--- config.mk ---
export PLATFORM = sky130hd
export DESIGN_NAME = piece_move_controller
export DESIGN_NICKNAME = d
export VERILOG_FILES = /design/src/rtl/tetris_pkg.sv /design/src/rtl/piece_rotator.sv /design/src/rtl/piece_move_controller.sv
export SDC_FILE = /design/constraint.sdc
export NUM_CORES = 1
export LEC_CHECK = 0
export CORE_UTILIZATION = 45
export CTS_CLUSTER_SIZE = 20
export DETAILED_ROUTE_END_ITERATION = 10
export GPL_ROUTABILITY_DRIVEN = 0
export HOLD_SLACK_MARGIN = 0.02
export PLACE_DENSITY = 0.71
export SLEW_MARGIN = 25
export SYNTH_ARGS = -nofsm -noshare
export SYNTH_HDL_FRONTEND = slang
export SYNTH_HIERARCHICAL = 1
export SYNTH_SLANG_ARGS = --single-unit
export TNS_END_PERCENT = 10
--- constraint.sdc ---
create_clock -name clk -period 2.2 [get_ports clk]
set_input_delay 0.44 -clock clk [delete_from_list [all_inputs] [get_ports clk]]
set_output_delay 0.44 -clock clk [all_outputs]
set_load 0.02 [all_outputs]
--- src/rtl/tetris_pkg.sv ---
// Shared field constants, op/state encodings and the 4x4 clockwise rotation helper.
package tetris_pkg;

    localparam int FIELD_W = 10;
    localparam int FIELD_H = 20;
    localparam int BOX_N   = 4;

    localparam logic [3:0] X_MAX = 4'd15;
    localparam logic [4:0] Y_MAX = 5'd31;

    typedef enum logic [2:0] {
        OP_SPAWN = 3'd0,
        OP_DOWN  = 3'd1,
        OP_ROT   = 3'd2,
        OP_LEFT  = 3'd3,
        OP_RIGHT = 3'd4
    } op_e;

    typedef enum logic [2:0] {
        S_IDLE   = 3'd0,
        S_WAIT   = 3'd1,
        S_EVAL   = 3'd2,
        S_KICK_L = 3'd3,
        S_KICK_R = 3'd4,
        S_OVER   = 3'd5
    } state_e;

    // Pattern bit r*4+c, bit 0 = top-left; clockwise: new[r][c] = old[3-c][r].
    function automatic logic [15:0] rotate_cw(input logic [15:0] f);
        logic [15:0] r_f;
        r_f = '0;
        for (int r = 0; r < BOX_N; r++) begin
            for (int c = 0; c < BOX_N; c++) begin
                r_f[r*BOX_N + c] = f[(BOX_N-1-c)*BOX_N + r];
            end
        end
        return r_f;
    endfunction

endpackage

--- src/rtl/piece_rotator.sv ---
// Combinational clockwise rotation of a 4x4 piece pattern.
module piece_rotator
    import tetris_pkg::*;
(
    input  logic [15:0] float_i,
    output logic [15:0] float_o
);

    assign float_o = rotate_cw(float_i);

endmodule

--- src/rtl/piece_move_controller.sv ---
// Sequences the shared collision checker for spawn/move/rotate/drop of the falling piece.
// Optional macro WALL_KICK_EN: a blocked rotation is retried at x-1, then x+1.
//
// state  | meaning
// IDLE   | pick highest-priority pending op, register candidate into chk_*
// WAIT   | hold chk_* stable for CHECK_LAT cycles
// EVAL   | sample chk_collision, commit or reject
// KICK_L | (WALL_KICK_EN) set up rotated candidate at x-1
// KICK_R | (WALL_KICK_EN) set up rotated candidate at x+1
// OVER   | spawn collided; terminal until reset
module piece_move_controller
    import tetris_pkg::*;
#(
    parameter int         CHECK_LAT = 1,
    parameter logic [3:0] SPAWN_X   = 4'd3,
    parameter logic [4:0] SPAWN_Y   = 5'd0
) (
    input  logic        clk,
    input  logic        rst_n,
    input  logic        spawn_req,
    input  logic [15:0] spawn_float,
    input  logic        left_req,
    input  logic        right_req,
    input  logic        rot_req,
    input  logic        down_req,
    input  logic        tick,
    output logic [3:0]  chk_x,
    output logic [4:0]  chk_y,
    output logic [15:0] chk_float,
    input  logic        chk_collision,
    output logic [3:0]  cur_x,
    output logic [4:0]  cur_y,
    output logic [15:0] cur_float,
    output logic        piece_active,
    output logic        lock_pulse,
    output logic        game_over,
    output logic        busy
);

    localparam logic [2:0] ST_IDLE = S_IDLE;
    localparam logic [2:0] ST_WAIT = S_WAIT;
    localparam logic [2:0] ST_EVAL = S_EVAL;
    localparam logic [2:0] ST_OVER = S_OVER;
`ifdef WALL_KICK_EN
    localparam logic [2:0] ST_KICK_L = S_KICK_L;
    localparam logic [2:0] ST_KICK_R = S_KICK_R;
`endif

    localparam logic [1:0] LAT_M1 = (CHECK_LAT > 0) ? 2'(CHECK_LAT - 1) : 2'd0;

    logic [2:0]  state_q, state_d;
    logic [2:0]  op_q, op_d;
    logic [1:0]  cnt_q, cnt_d;
    logic [3:0]  chk_x_q, chk_x_d;
    logic [4:0]  chk_y_q, chk_y_d;
    logic [15:0] chk_float_q, chk_float_d;
    logic [3:0]  cur_x_q, cur_x_d;
    logic [4:0]  cur_y_q, cur_y_d;
    logic [15:0] cur_float_q, cur_float_d;
    logic        piece_active_q, piece_active_d;
    logic        lock_pulse_q, lock_pulse_d;
    logic        game_over_q, game_over_d;
    logic [15:0] spawn_float_q, spawn_float_d;
    logic        pend_spawn_q, pend_spawn_d;
    logic        pend_down_q, pend_down_d;
    logic        pend_rot_q, pend_rot_d;
    logic        pend_left_q, pend_left_d;
    logic        pend_right_q, pend_right_d;
`ifdef WALL_KICK_EN
    logic [1:0]  kick_q, kick_d;
`endif

    logic        clr_spawn, clr_down, clr_rot, clr_left, clr_right;
    logic        go_check;
    logic [15:0] rot_float;

    piece_rotator u_rotator (
        .float_i (cur_float_q),
        .float_o (rot_float)
    );

    // Strobes accumulate here; a strobe coinciding with its clear wins.
    always_comb begin
        pend_spawn_d  = (pend_spawn_q & ~clr_spawn) | spawn_req;
        spawn_float_d = spawn_float_q;
        if (spawn_req && !piece_active_q && !game_over_q) begin
            spawn_float_d = spawn_float;
        end
        if (piece_active_q || game_over_q) begin
            pend_spawn_d = 1'b0;
        end

        pend_down_d  = 1'b0;
        pend_rot_d   = 1'b0;
        pend_left_d  = 1'b0;
        pend_right_d = 1'b0;
        if (piece_active_q && !game_over_q) begin
            pend_down_d  = (pend_down_q  & ~clr_down)  | tick | down_req;
            pend_rot_d   = (pend_rot_q   & ~clr_rot)   | rot_req;
            pend_left_d  = (pend_left_q  & ~clr_left)  | left_req;
            pend_right_d = (pend_right_q & ~clr_right) | right_req;
        end
    end

    always_comb begin
        state_d        = state_q;
        op_d           = op_q;
        cnt_d          = cnt_q;
        chk_x_d        = chk_x_q;
        chk_y_d        = chk_y_q;
        chk_float_d    = chk_float_q;
        cur_x_d        = cur_x_q;
        cur_y_d        = cur_y_q;
        cur_float_d    = cur_float_q;
        piece_active_d = piece_active_q;
        lock_pulse_d   = 1'b0;
        game_over_d    = game_over_q;
        clr_spawn      = 1'b0;
        clr_down       = 1'b0;
        clr_rot        = 1'b0;
        clr_left       = 1'b0;
        clr_right      = 1'b0;
        go_check       = 1'b0;
`ifdef WALL_KICK_EN
        kick_d         = kick_q;
`endif

        case (state_q)
            ST_IDLE: begin
`ifdef WALL_KICK_EN
                kick_d = 2'd0;
`endif
                if (pend_spawn_q && !piece_active_q && !game_over_q) begin
                    clr_spawn   = 1'b1;
                    op_d        = OP_SPAWN;
                    chk_x_d     = SPAWN_X;
                    chk_y_d     = SPAWN_Y;
                    chk_float_d = spawn_float_q;
                    go_check    = 1'b1;
                end else if (piece_active_q && pend_down_q) begin
                    clr_down = 1'b1;
                    if (cur_y_q == Y_MAX) begin
                        // Bottom of the addressable field: lock without asking the checker.
                        lock_pulse_d   = 1'b1;
                        piece_active_d = 1'b0;
                    end else begin
                        op_d        = OP_DOWN;
                        chk_x_d     = cur_x_q;
                        chk_y_d     = cur_y_q + 5'd1;
                        chk_float_d = cur_float_q;
                        go_check    = 1'b1;
                    end
                end else if (piece_active_q && pend_rot_q) begin
                    clr_rot     = 1'b1;
                    op_d        = OP_ROT;
                    chk_x_d     = cur_x_q;
                    chk_y_d     = cur_y_q;
                    chk_float_d = rot_float;
                    go_check    = 1'b1;
                end else if (piece_active_q && pend_left_q) begin
                    clr_left = 1'b1;
                    if (cur_x_q != 4'd0) begin
                        op_d        = OP_LEFT;
                        chk_x_d     = cur_x_q - 4'd1;
                        chk_y_d     = cur_y_q;
                        chk_float_d = cur_float_q;
                        go_check    = 1'b1;
                    end
                end else if (piece_active_q && pend_right_q) begin
                    clr_right = 1'b1;
                    if (cur_x_q != X_MAX) begin
                        op_d        = OP_RIGHT;
                        chk_x_d     = cur_x_q + 4'd1;
                        chk_y_d     = cur_y_q;
                        chk_float_d = cur_float_q;
                        go_check    = 1'b1;
                    end
                end
            end

            ST_WAIT: begin
                if (cnt_q == 2'd0) begin
                    state_d = ST_EVAL;
                end else begin
                    cnt_d = cnt_q - 2'd1;
                end
            end

            ST_EVAL: begin
                state_d = ST_IDLE;
                if (!chk_collision) begin
                    cur_x_d     = chk_x_q;
                    cur_y_d     = chk_y_q;
                    cur_float_d = chk_float_q;
                    if (op_q == OP_SPAWN) begin
                        piece_active_d = 1'b1;
                    end
                end else if (op_q == OP_DOWN) begin
                    lock_pulse_d   = 1'b1;
                    piece_active_d = 1'b0;
                end else if (op_q == OP_SPAWN) begin
                    game_over_d = 1'b1;
                    state_d     = ST_OVER;
                end
`ifdef WALL_KICK_EN
                else if (op_q == OP_ROT) begin
                    if (kick_q == 2'd0) begin
                        state_d = ST_KICK_L;
                    end else if (kick_q == 2'd1) begin
                        state_d = ST_KICK_R;
                    end
                end
`endif
            end

`ifdef WALL_KICK_EN
            // chk_float still holds the rotated pattern; only x moves.
            ST_KICK_L: begin
                if (cur_x_q != 4'd0) begin
                    chk_x_d  = cur_x_q - 4'd1;
                    kick_d   = 2'd1;
                    go_check = 1'b1;
                end else begin
                    state_d = ST_KICK_R;
                end
            end

            ST_KICK_R: begin
                kick_d = 2'd2;
                if (cur_x_q != X_MAX) begin
                    chk_x_d  = cur_x_q + 4'd1;
                    go_check = 1'b1;
                end else begin
                    state_d = ST_IDLE;
                end
            end
`endif

            ST_OVER: begin
                state_d = ST_OVER;
            end

            default: begin
                state_d = ST_IDLE;
            end
        endcase

        if (go_check) begin
            state_d = (CHECK_LAT == 0) ? ST_EVAL : ST_WAIT;
            cnt_d   = LAT_M1;
        end
    end

    always_ff @(posedge clk or negedge rst_n) begin
        if (!rst_n) begin
            state_q        <= ST_IDLE;
            op_q           <= 3'd0;
            cnt_q          <= 2'd0;
            chk_x_q        <= 4'd0;
            chk_y_q        <= 5'd0;
            chk_float_q    <= 16'd0;
            cur_x_q        <= 4'd0;
            cur_y_q        <= 5'd0;
            cur_float_q    <= 16'd0;
            piece_active_q <= 1'b0;
            lock_pulse_q   <= 1'b0;
            game_over_q    <= 1'b0;
            spawn_float_q  <= 16'd0;
            pend_spawn_q   <= 1'b0;
            pend_down_q    <= 1'b0;
            pend_rot_q     <= 1'b0;
            pend_left_q    <= 1'b0;
            pend_right_q   <= 1'b0;
`ifdef WALL_KICK_EN
            kick_q         <= 2'd0;
`endif
        end else begin
            state_q        <= state_d;
            op_q           <= op_d;
            cnt_q          <= cnt_d;
            chk_x_q        <= chk_x_d;
            chk_y_q        <= chk_y_d;
            chk_float_q    <= chk_float_d;
            cur_x_q        <= cur_x_d;
            cur_y_q        <= cur_y_d;
            cur_float_q    <= cur_float_d;
            piece_active_q <= piece_active_d;
            lock_pulse_q   <= lock_pulse_d;
            game_over_q    <= game_over_d;
            spawn_float_q  <= spawn_float_d;
            pend_spawn_q   <= pend_spawn_d;
            pend_down_q    <= pend_down_d;
            pend_rot_q     <= pend_rot_d;
            pend_left_q    <= pend_left_d;
            pend_right_q   <= pend_right_d;
`ifdef WALL_KICK_EN
            kick_q         <= kick_d;
`endif
        end
    end

    assign chk_x        = chk_x_q;
    assign chk_y        = chk_y_q;
    assign chk_float    = chk_float_q;
    assign cur_x        = cur_x_q;
    assign cur_y        = cur_y_q;
    assign cur_float    = cur_float_q;
    assign piece_active = piece_active_q;
    assign lock_pulse   = lock_pulse_q;
    assign game_over    = game_over_q;
    assign busy         = (state_q != ST_IDLE);

endmodule
# Yosys cells after proc, flatten, opt, wreduce, memory -nomap -nowiden
# Cells that the tools add are included.
word_totals:
  regBits: 82
  output_inout_bits: 54
  in_bits: 25
op_classes:
  eq_ne: 16
  n_reduce_logical: 27
  n_mux: 88
  bitwise_logic: 18
  addsub: 4
ops:
  columns: ["cell", "n"]
  rows:
  - ["16-bit two-way mux", 8]
  - ["1-bit two-way mux", 45]
  - ["5-bit two-way mux", 8]
  - ["3-bit two-way mux", 13]
  - ["4-bit two-way mux", 8]
  - ["3-bit inequality test, second input constant", 4]
  - ["3-bit one-hot mux with 4 select lines", 1]
  - ["2-bit inequality test, second input constant", 5]
  - ["5-bit nonzero test", 2]
  - ["1-bit logical AND", 9]
  - ["1-bit NOT", 7]
  - ["3-bit by 1-bit == test with 1-bit output, second input constant", 2]
  - ["3-bit zero test", 2]
  - ["2-bit two-way mux", 3]
  - ["1-bit OR", 6]
  - ["2-bit AND reduction", 3]
  - ["6-bit AND reduction", 1]
  - ["5-bit by 1-bit adder with 5-bit output, second input constant", 1]
  - ["1-bit AND", 5]
  - ["5-bit == test, second input constant", 1]
  - ["5-bit by 4-bit inequality test with 1-bit output, second input constant", 1]
  - ["5-bit AND reduction", 1]
  - ["4-bit by 1-bit adder with 4-bit output, second input constant", 1]
  - ["4-bit inequality test, second input constant", 1]
  - ["other kinds (12)", 15]

# Logic depth before layout (Yosys ltp)
# Gate-level depths: netlist of run 1.
depth:
  word_depth: 11
  mapped_depth: 9
  depth_no_buf: 8

# Cells and area by module
# Netlist of run 1, hierarchy kept.
modules_own_cells:
  columns: ["module", "cells_per_inst", "seq_area_each_um2", "area_per_inst_um2", "n_inst"]
  rows:
  - ["piece_move_controller", 338, 2052.0, 3842.4, 1]
  - ["piece_rotator", 16, 0.0, 120.1, 1]

# Least setup slack after synthesis of run 1
# OpenSTA, ideal clock, no wires.
synth_path:
  kind: "flip-flop to flip-flop"
  startpoint: "reg cur_y_q[0], in the netlist cur_y[0]"
  endpoint: "reg cnt_q[1]"
  required_ns: 2.077
  path_stages_with_launch: 10
  slack_ns: 0.159
  n_path_buf: 2
  synth_period_minus_slack_ns: 2.041
  arrival_ns: 1.918
  path_cell_list: "dfrtp_1 ha_1 and3_1 ha_1 a221oi_4 o21ai_2 buf_6 buf_8 nand3_2 o21ai_1"
synth_via:
  elab_chain_cells: 7
synth_rtl:
  columns: ["element", "line_no", "text"]
  rows:
  - ["from (decl)", "piece_move_controller.sv:58", "logic [4:0] cur_y_q, cur_y_d;"]
  - ["from (signal assigned)", "piece_move_controller.sv:285", "cur_y_q <= cur_y_d;"]
  - ["5-bit == test *", "piece_move_controller.sv:142", "if (cur_y_q == Y_MAX) begin"]
  - ["1-bit two-way mux *", "piece_move_controller.sv:142", null]
  - ["1-bit two-way mux *", "piece_move_controller.sv:140", "end else if (piece_active_q && pend_down_q) begin"]
  - ["1-bit two-way mux *", "piece_move_controller.sv:133", "if (pend_spawn_q && !piece_active_q && !game_over_q) begin"]
  - ["1-bit two-way mux *", "piece_move_controller.sv:128", "case (state_q)"]
  - ["2-bit inequality test (no line) / 2-bit nonzero test (equally long branches)", null, null]
  - ["2-bit AND reduction (no line)", null, null]
  - ["to (signal assigned)", "piece_move_controller.sv:280", "cnt_q <= cnt_d;"]
  - ["to (decl)", "piece_move_controller.sv:53", "logic [1:0] cnt_q, cnt_d;"]
# Mark *: on every way between the ends. The rest lies on a longest branch, timed or not.
# A chain may end at the register's enable or synchronous reset.

# Final worst setup path of run 1
layout_path:
  startpoint: "reg piece_active_q, in the netlist piece_active"
  endpoint: "out piece_active"
layout_rtl:
  columns: ["element", "line_no", "text"]
  rows:
  - ["from (decl)", "piece_move_controller.sv:60", "logic piece_active_q, piece_active_d;"]
  - ["from (signal assigned)", "piece_move_controller.sv:287", "piece_active_q <= piece_active_d;"]
  - ["to (decl)", "piece_move_controller.sv:34", "output logic piece_active,"]
# No word-level cell between the ends.

==> results of run 1 <==
-- path summary, 6_finish.rpt --
kind	cells after the start	endpoint	from	slack [ns]
worst max-delay path	2	piece_active	piece_active	0.1
worst min register to register	2	chk_y[3]	chk_y[3]	0.51
worst min-delay path	2	chk_y[3]	chk_y[3]	0.51
max in group asynchronous	3	chk_float[12]	rst_n	1.02
min in group asynchronous	2	chk_x[1]	rst_n	0.56
worst max register to register	7	chk_x[2]	cur_y[1]	0.15
-- cells in the mapped netlist (all sizes together), types with 4 or more instances --
master	number
a21oi	26
ha	5
buf	31
inv	8
o21ai	34
mux2i	18
dfrtp	82
nand2	36
clkbuf	5
o31ai	5
mux2	39
nor2	26
and3	4
-- state kept, by name, indices dropped and copies added (netlist names), 2 cells and up --
name,flops
chk_float,16
op_q,3
cur_x,4
cnt_q,2
cur_float,16
cur_y,5
chk_x,4
spawn_float_q,16
chk_y,5
state_q,3
-- metal layers --
metal  vias to the layer above  share of wire (%)  global-route usage, %  wire, µm
met4                         0                1.0                   5.47        82
met1                      1366                 44                   23.6      3660
met5                         -                  0                      0         0
met2                        72                 50                   33.2      4080
li1                       1352                  -                      -         -
met3                         9                4.9                   6.40       403
-- timing repair --
| item | 4_1_cts | 5_1_grt |
|---|---|---|
| setup endpoints to repair | 1 | 2 |
| buffers inserted | 0 | 0 |
| gates resized for setup | 1 | 1 |
| hold buffers | 1 | 0 |
| endpoints found under the hold margin | 8 | 0 |
| gates cloned | 0 | 0 |
| pin swaps | 0 | 0 |
-- stage by stage --
step | area, µm² | util [%]
2_1_floorplan | 3960 | -
3_3_place_gp | 4780 | 57.0
3_5_place_dp | 4780 | 57.0
4_1_cts | 4990 | 59.5
5_1_grt | 4990 | 59.6
6_report | 4990 | 59.6
-- worst register-to-register path: stages, from the launching register on --
cell and delay (ns):
dfrtp_1 0.42, ha_1 0.21, and3_1 0.19, ha_1 0.22, a221oi_4 0.37, o21ai_4 0.14, buf_12 0.19, o31ai_1 0.24
-- report_power, final --
| group | internal, W | switching, W |
|---|---|---|
| logic | 0.0000811 | 0.0000598 |
| clock network | 0.000555 | 0.000546 |
| registers | 0.00154 | 0.0000158 |
-- layout make-up --
| cell class | count | share of cell area, % |
|---|---|---|
| well taps | 105 | 2.63 |
| inverters | 8 | 0.601 |
| flip-flops and latches | 82 | 41.1 |
| repair buffers | 91 | 18.6 |
| multi-input cells | 228 | 33.0 |
| clock buffers | 10 | 2.76 |
| clock inverters | 6 | 1.33 |
-- cell families after synthesis --
logic type	synth area share (%)
compound gates	11.4
xor+xnor	1.11
fa+ha+maj	2.08
buf+inv	7.20
flops	51.8
mux	15.6
simple gates	10.8
==> metrics.cfg, run 1 <==
[setup_path]
endpoint_kind=output port
worstSetupStartpointType=flop
cpLargestDelayFamily=buffers and inverters
worst_ep_required_time_ns=1.76
cp_cell_sequence=buf_4 -> clkdlybuf4s50_1
path_class=flop to output port
critical_path.max_stage_delay_ns=0.61
slowest_stage=clkdlybuf4s50_1
arrival_ns=1.66
cp_num_buf_inv=2
critPathMaxFanout=9

[timing]
fin_crit_sh_pct=95.5
fmax_ghz=0.476
timing.slew.headroom_pct=62.2
holdWs_ns=0.508
final_hold_viol_count=0
period_needed_ns=2.10
worstMarginPinSlew_ns=0.561
fin_skew_ns=0.00797
final.setup.worst_slack_ns=0.0993
setup_violations=0
tns_ns=0
final_max_slew_viol_count=0
rsz0062_at_grt=true

[yosys]
ys_warn_count=6
ys.flop_type=dfrtp_1
syn_inst=354
ys_seq_area_share_pct=51.8
ys_seq_elements=82
syn_area_um2=3960
yosys.area.top_type_share_pct=51.8
synth.area.top_cells=dfrtp_1 (52%), mux2_2 (11%), mux2i_1 (4.5%), nand2_1 (3.4%), a21oi_1 (3.3%)
postSynthAreaPerCell_um2=11.2
synth-edff-count=0
ys_types=42
syn_nets=385
synthArstFlopShare_pct=100
yosysTopAreaCell=dfrtp_1

[cells_and_area]
layout_common_cells=dfrtp_1 (82), clkdlybuf4s50_1 (76), mux2_2 (39)
fill_cells=697
syn_to_final_growth_pct=26.0
multiInputGateArea_um2=1650
layout_commonest_cell=dfrtp_1
final_cells=530
layout.nets=451
drive_gt1_share_pct=20.9
n_antenna_cell=0
seq_area_um2=2050

[route]
drtPass1Iterations=4
dr.first_iter.drc_count=85
vias_per_cell=5.28
wl_per_cell_um=15.5
routed-via-count=2799
antenna_left=0
drc=0
routed_wl_um=8230

[floorplan]
dieArea_um2=9190
start_util_pct=47.3
die_height_um=95.8
num_rows=33
io_pins=79
core_area_um2=8380
fp.dieW_um=95.8

[placed_design]
io_buffers=78
placedCellCount=513
pre_cts_slack_ns=0.111
place.detailed.hpwl_um=5810

[clock_network]
numCtsBuffers=9
cts_tree=yes
cts_buffer_depth=2
clock-sinks=82
ctsHtreeMaxLevel=3
root_buffer=clkbuf_8
path_clk_slew_ns=0.08
clk_latency_ns=0.35

[power_and_ir_drop]
p_total_w=0.00279
ir_worst_vdd_mv=0.383
p_per_area_nw_per_um2=559
p_leak_nw=2.27

[run_status]
status=completed

[global_routing]
grt_start_max_net_pins=53
grt.overflow.total=0
grt.total_usage_pct=19.5
grt_pass1_wl_um=13400
grt_pass1_vias=2741
grt_antenna_before_repair=0

[job]
maxCapViolCount=0

[hold_path]
holdCritPathClass=flop to flop

Note: power is estimated with default switching activity, not from simulation.
==> run 2, diff against run 1 <==
- CORE_UTILIZATION: 45 -> 52
- GPL_ROUTABILITY_DRIVEN: 0 -> unset
- PLACE_DENSITY: 0.71 -> 0.8
==> run 2 against run 1 <==
Hold slack got worse by 0.0077 ns. Worst setup slack better by 0.021 ns. Combinational power up 4%. Cell count shrank 0.94%. Core utilization grew 9.7 points. Highest routed layer unchanged. Flip-flop and latch count unchanged. Sequential share of layout area down 0.46 points. First-iteration DRC count is 59% higher. Largest cell class unchanged. Via count is 2.5% higher. Sequential power hardly changed. Clock power up 23%. Critical endpoint is now op_q[1].
==> metrics.cfg, run 2 (synthesis results as in run 1) <==
[global_routing]
grt_antenna_before_repair=0
grt_pass1_wl_um=13400
grt_pass1_vias=2745
grt.total_usage_pct=22.9
grt_start_max_net_pins=45
grt.overflow.total=0

[clock_network]
clk_latency_ns=0.35
ctsHtreeMaxLevel=3
numCtsBuffers=9
cts_tree=yes
path_clk_slew_ns=0.08
clock-sinks=82
cts_buffer_depth=2
root_buffer=clkbuf_8

[timing]
holdWs_ns=0.500
final.setup.worst_slack_ns=0.120
rsz0062_at_grt=false
final_hold_viol_count=0
fin_crit_sh_pct=94.5
period_needed_ns=2.08
fmax_ghz=0.481
fin_skew_ns=0.0114
setup_violations=0
worstMarginPinSlew_ns=0.620
tns_ns=0
timing.slew.headroom_pct=58.3
final_max_slew_viol_count=0

[placed_design]
placedCellCount=508
place.detailed.hpwl_um=5810
place.gp.congestion=0.791
io_buffers=78
pre_cts_slack_ns=0.145

[setup_path]
worst_ep_required_time_ns=2.43
arrival_ns=2.31
critical_path.max_stage_delay_ns=0.39
worstSetupStartpointType=flop
cpMostUsedCell=ha_1
path_class=flop to flop
slowest_stage=dfrtp_1
cp_cell_sequence=ha_1 -> and3_1 -> ha_1 -> a221oi_4 -> o21ai_4 -> buf_12 -> a22o_1
endpoint_kind=flop
critPathMaxFanout=26

[floorplan]
dieArea_um2=7970
io_pins=79
fp.dieW_um=89.3
core_area_um2=7290
die_height_um=89.3
start_util_pct=54.3
num_rows=31

[route]
routed_wl_um=8420
wl_per_cell_um=16.0
routed-via-count=2868
drc=0
antenna_left=0
dr.first_iter.drc_count=135
vias_per_cell=5.46
drtPass1Iterations=5

[run_status]
status=completed

[cells_and_area]
n_antenna_cell=0
syn_to_final_growth_pct=27.4
layout.nets=452
layout_common_cells=dfrtp_1 (82), clkdlybuf4s50_1 (76), mux2_2 (39)
final_util_pct=69.3
drive_gt1_share_pct=20.7
layout_commonest_cell=dfrtp_1
final_cells=525

[power_and_ir_drop]
p_per_area_nw_per_um2=604
p_leak_nw=2.30
ir_worst_vdd_mv=0.364

[hold_path]
holdCritPathClass=flop to flop

[job]
maxCapViolCount=0

[run 2: changes by cell type in the layout (fill, tap and decap cells not counted), sizes merged]
cell	delta
bufinv	+2
clkbuf	+2
clkinv	-2
clkinvlp	-2
buf	+1
[run 2: layer usage]
metal / GRT usage, % / vias to the layer above / wire length (µm)
met5: 0 / - / 0
met4: 9.52 / 0 / 147
met3: 4.06 / 13 / 439
met2: 38.4 / 71 / 4260
met1: 29.4 / 1428 / 3580
li1: - / 1356 / -
[run 2: path summary, 6_finish.rpt]
| path | slack (ns) | depth (start not counted) | from | endpoint |
|---|---|---|---|---|
| setup / recovery | 0.12 | 7 | cur_y[0] | op_q[1] |
| max in group asynchronous | 1.14 | 3 | rst_n | chk_y[1] |
| hold / removal | 0.50 | 1 | cnt_q[0] | cnt_q[0] |
| setup reg to reg | 0.12 | 7 | cur_y[0] | op_q[1] |
| hold reg to reg | 0.50 | 1 | cnt_q[0] | cnt_q[0] |
| min in group asynchronous | 0.51 | 2 | rst_n | cur_x[0] |
[run 2: critical path: cells and delay by family (launching register included)]
family	cells	cell delay (ns)
adder cells (fa/ha/maj)	2	0.44
buffers and inverters	1	0.18
flip-flops	1	0.39
AND/OR/NAND/NOR	1	0.19
AO/OA/AOI/OAI	3	0.77
[run 2: report_power, final]
group / switching (W) / leakage [nW] / total [W] / internal, W
registers: 0.0000171 / 1.08 / 0.00155 / 0.00154
clock network: 0.000537 / 0.123 / 0.00135 / 0.000817
logic: 0.0000632 / 1.09 / 0.000146 / 0.0000824
[run 2: timing repair]
item | CTS | global route
hold buffers | 1 | 0
setup endpoints to repair | 1 | 0
hold endpoints to repair | 20 | 0
buffers inserted | 0 | 0
gates resized for setup | 1 | 0
[run 2: area by class of cell]
cell class | count | area (µm²)
fill | 560 | 2240
sequential | 82 | 2050
multi-input combinational | 228 | 1640
timing repair buffer | 92 | 947
clock buffer | 12 | 155
tap | 99 | 124
clock inverter | 4 | 97.6
inverter | 8 | 30.0
[run 2: through the flow]
stage,cell area (µm²),power [W]
finish,5050,0.00305
global route,5050,0.00314
CTS,5050,0.00306
detailed placement,4790,0.00173
global placement,4790,0.00172
floorplan,3960,0.00163
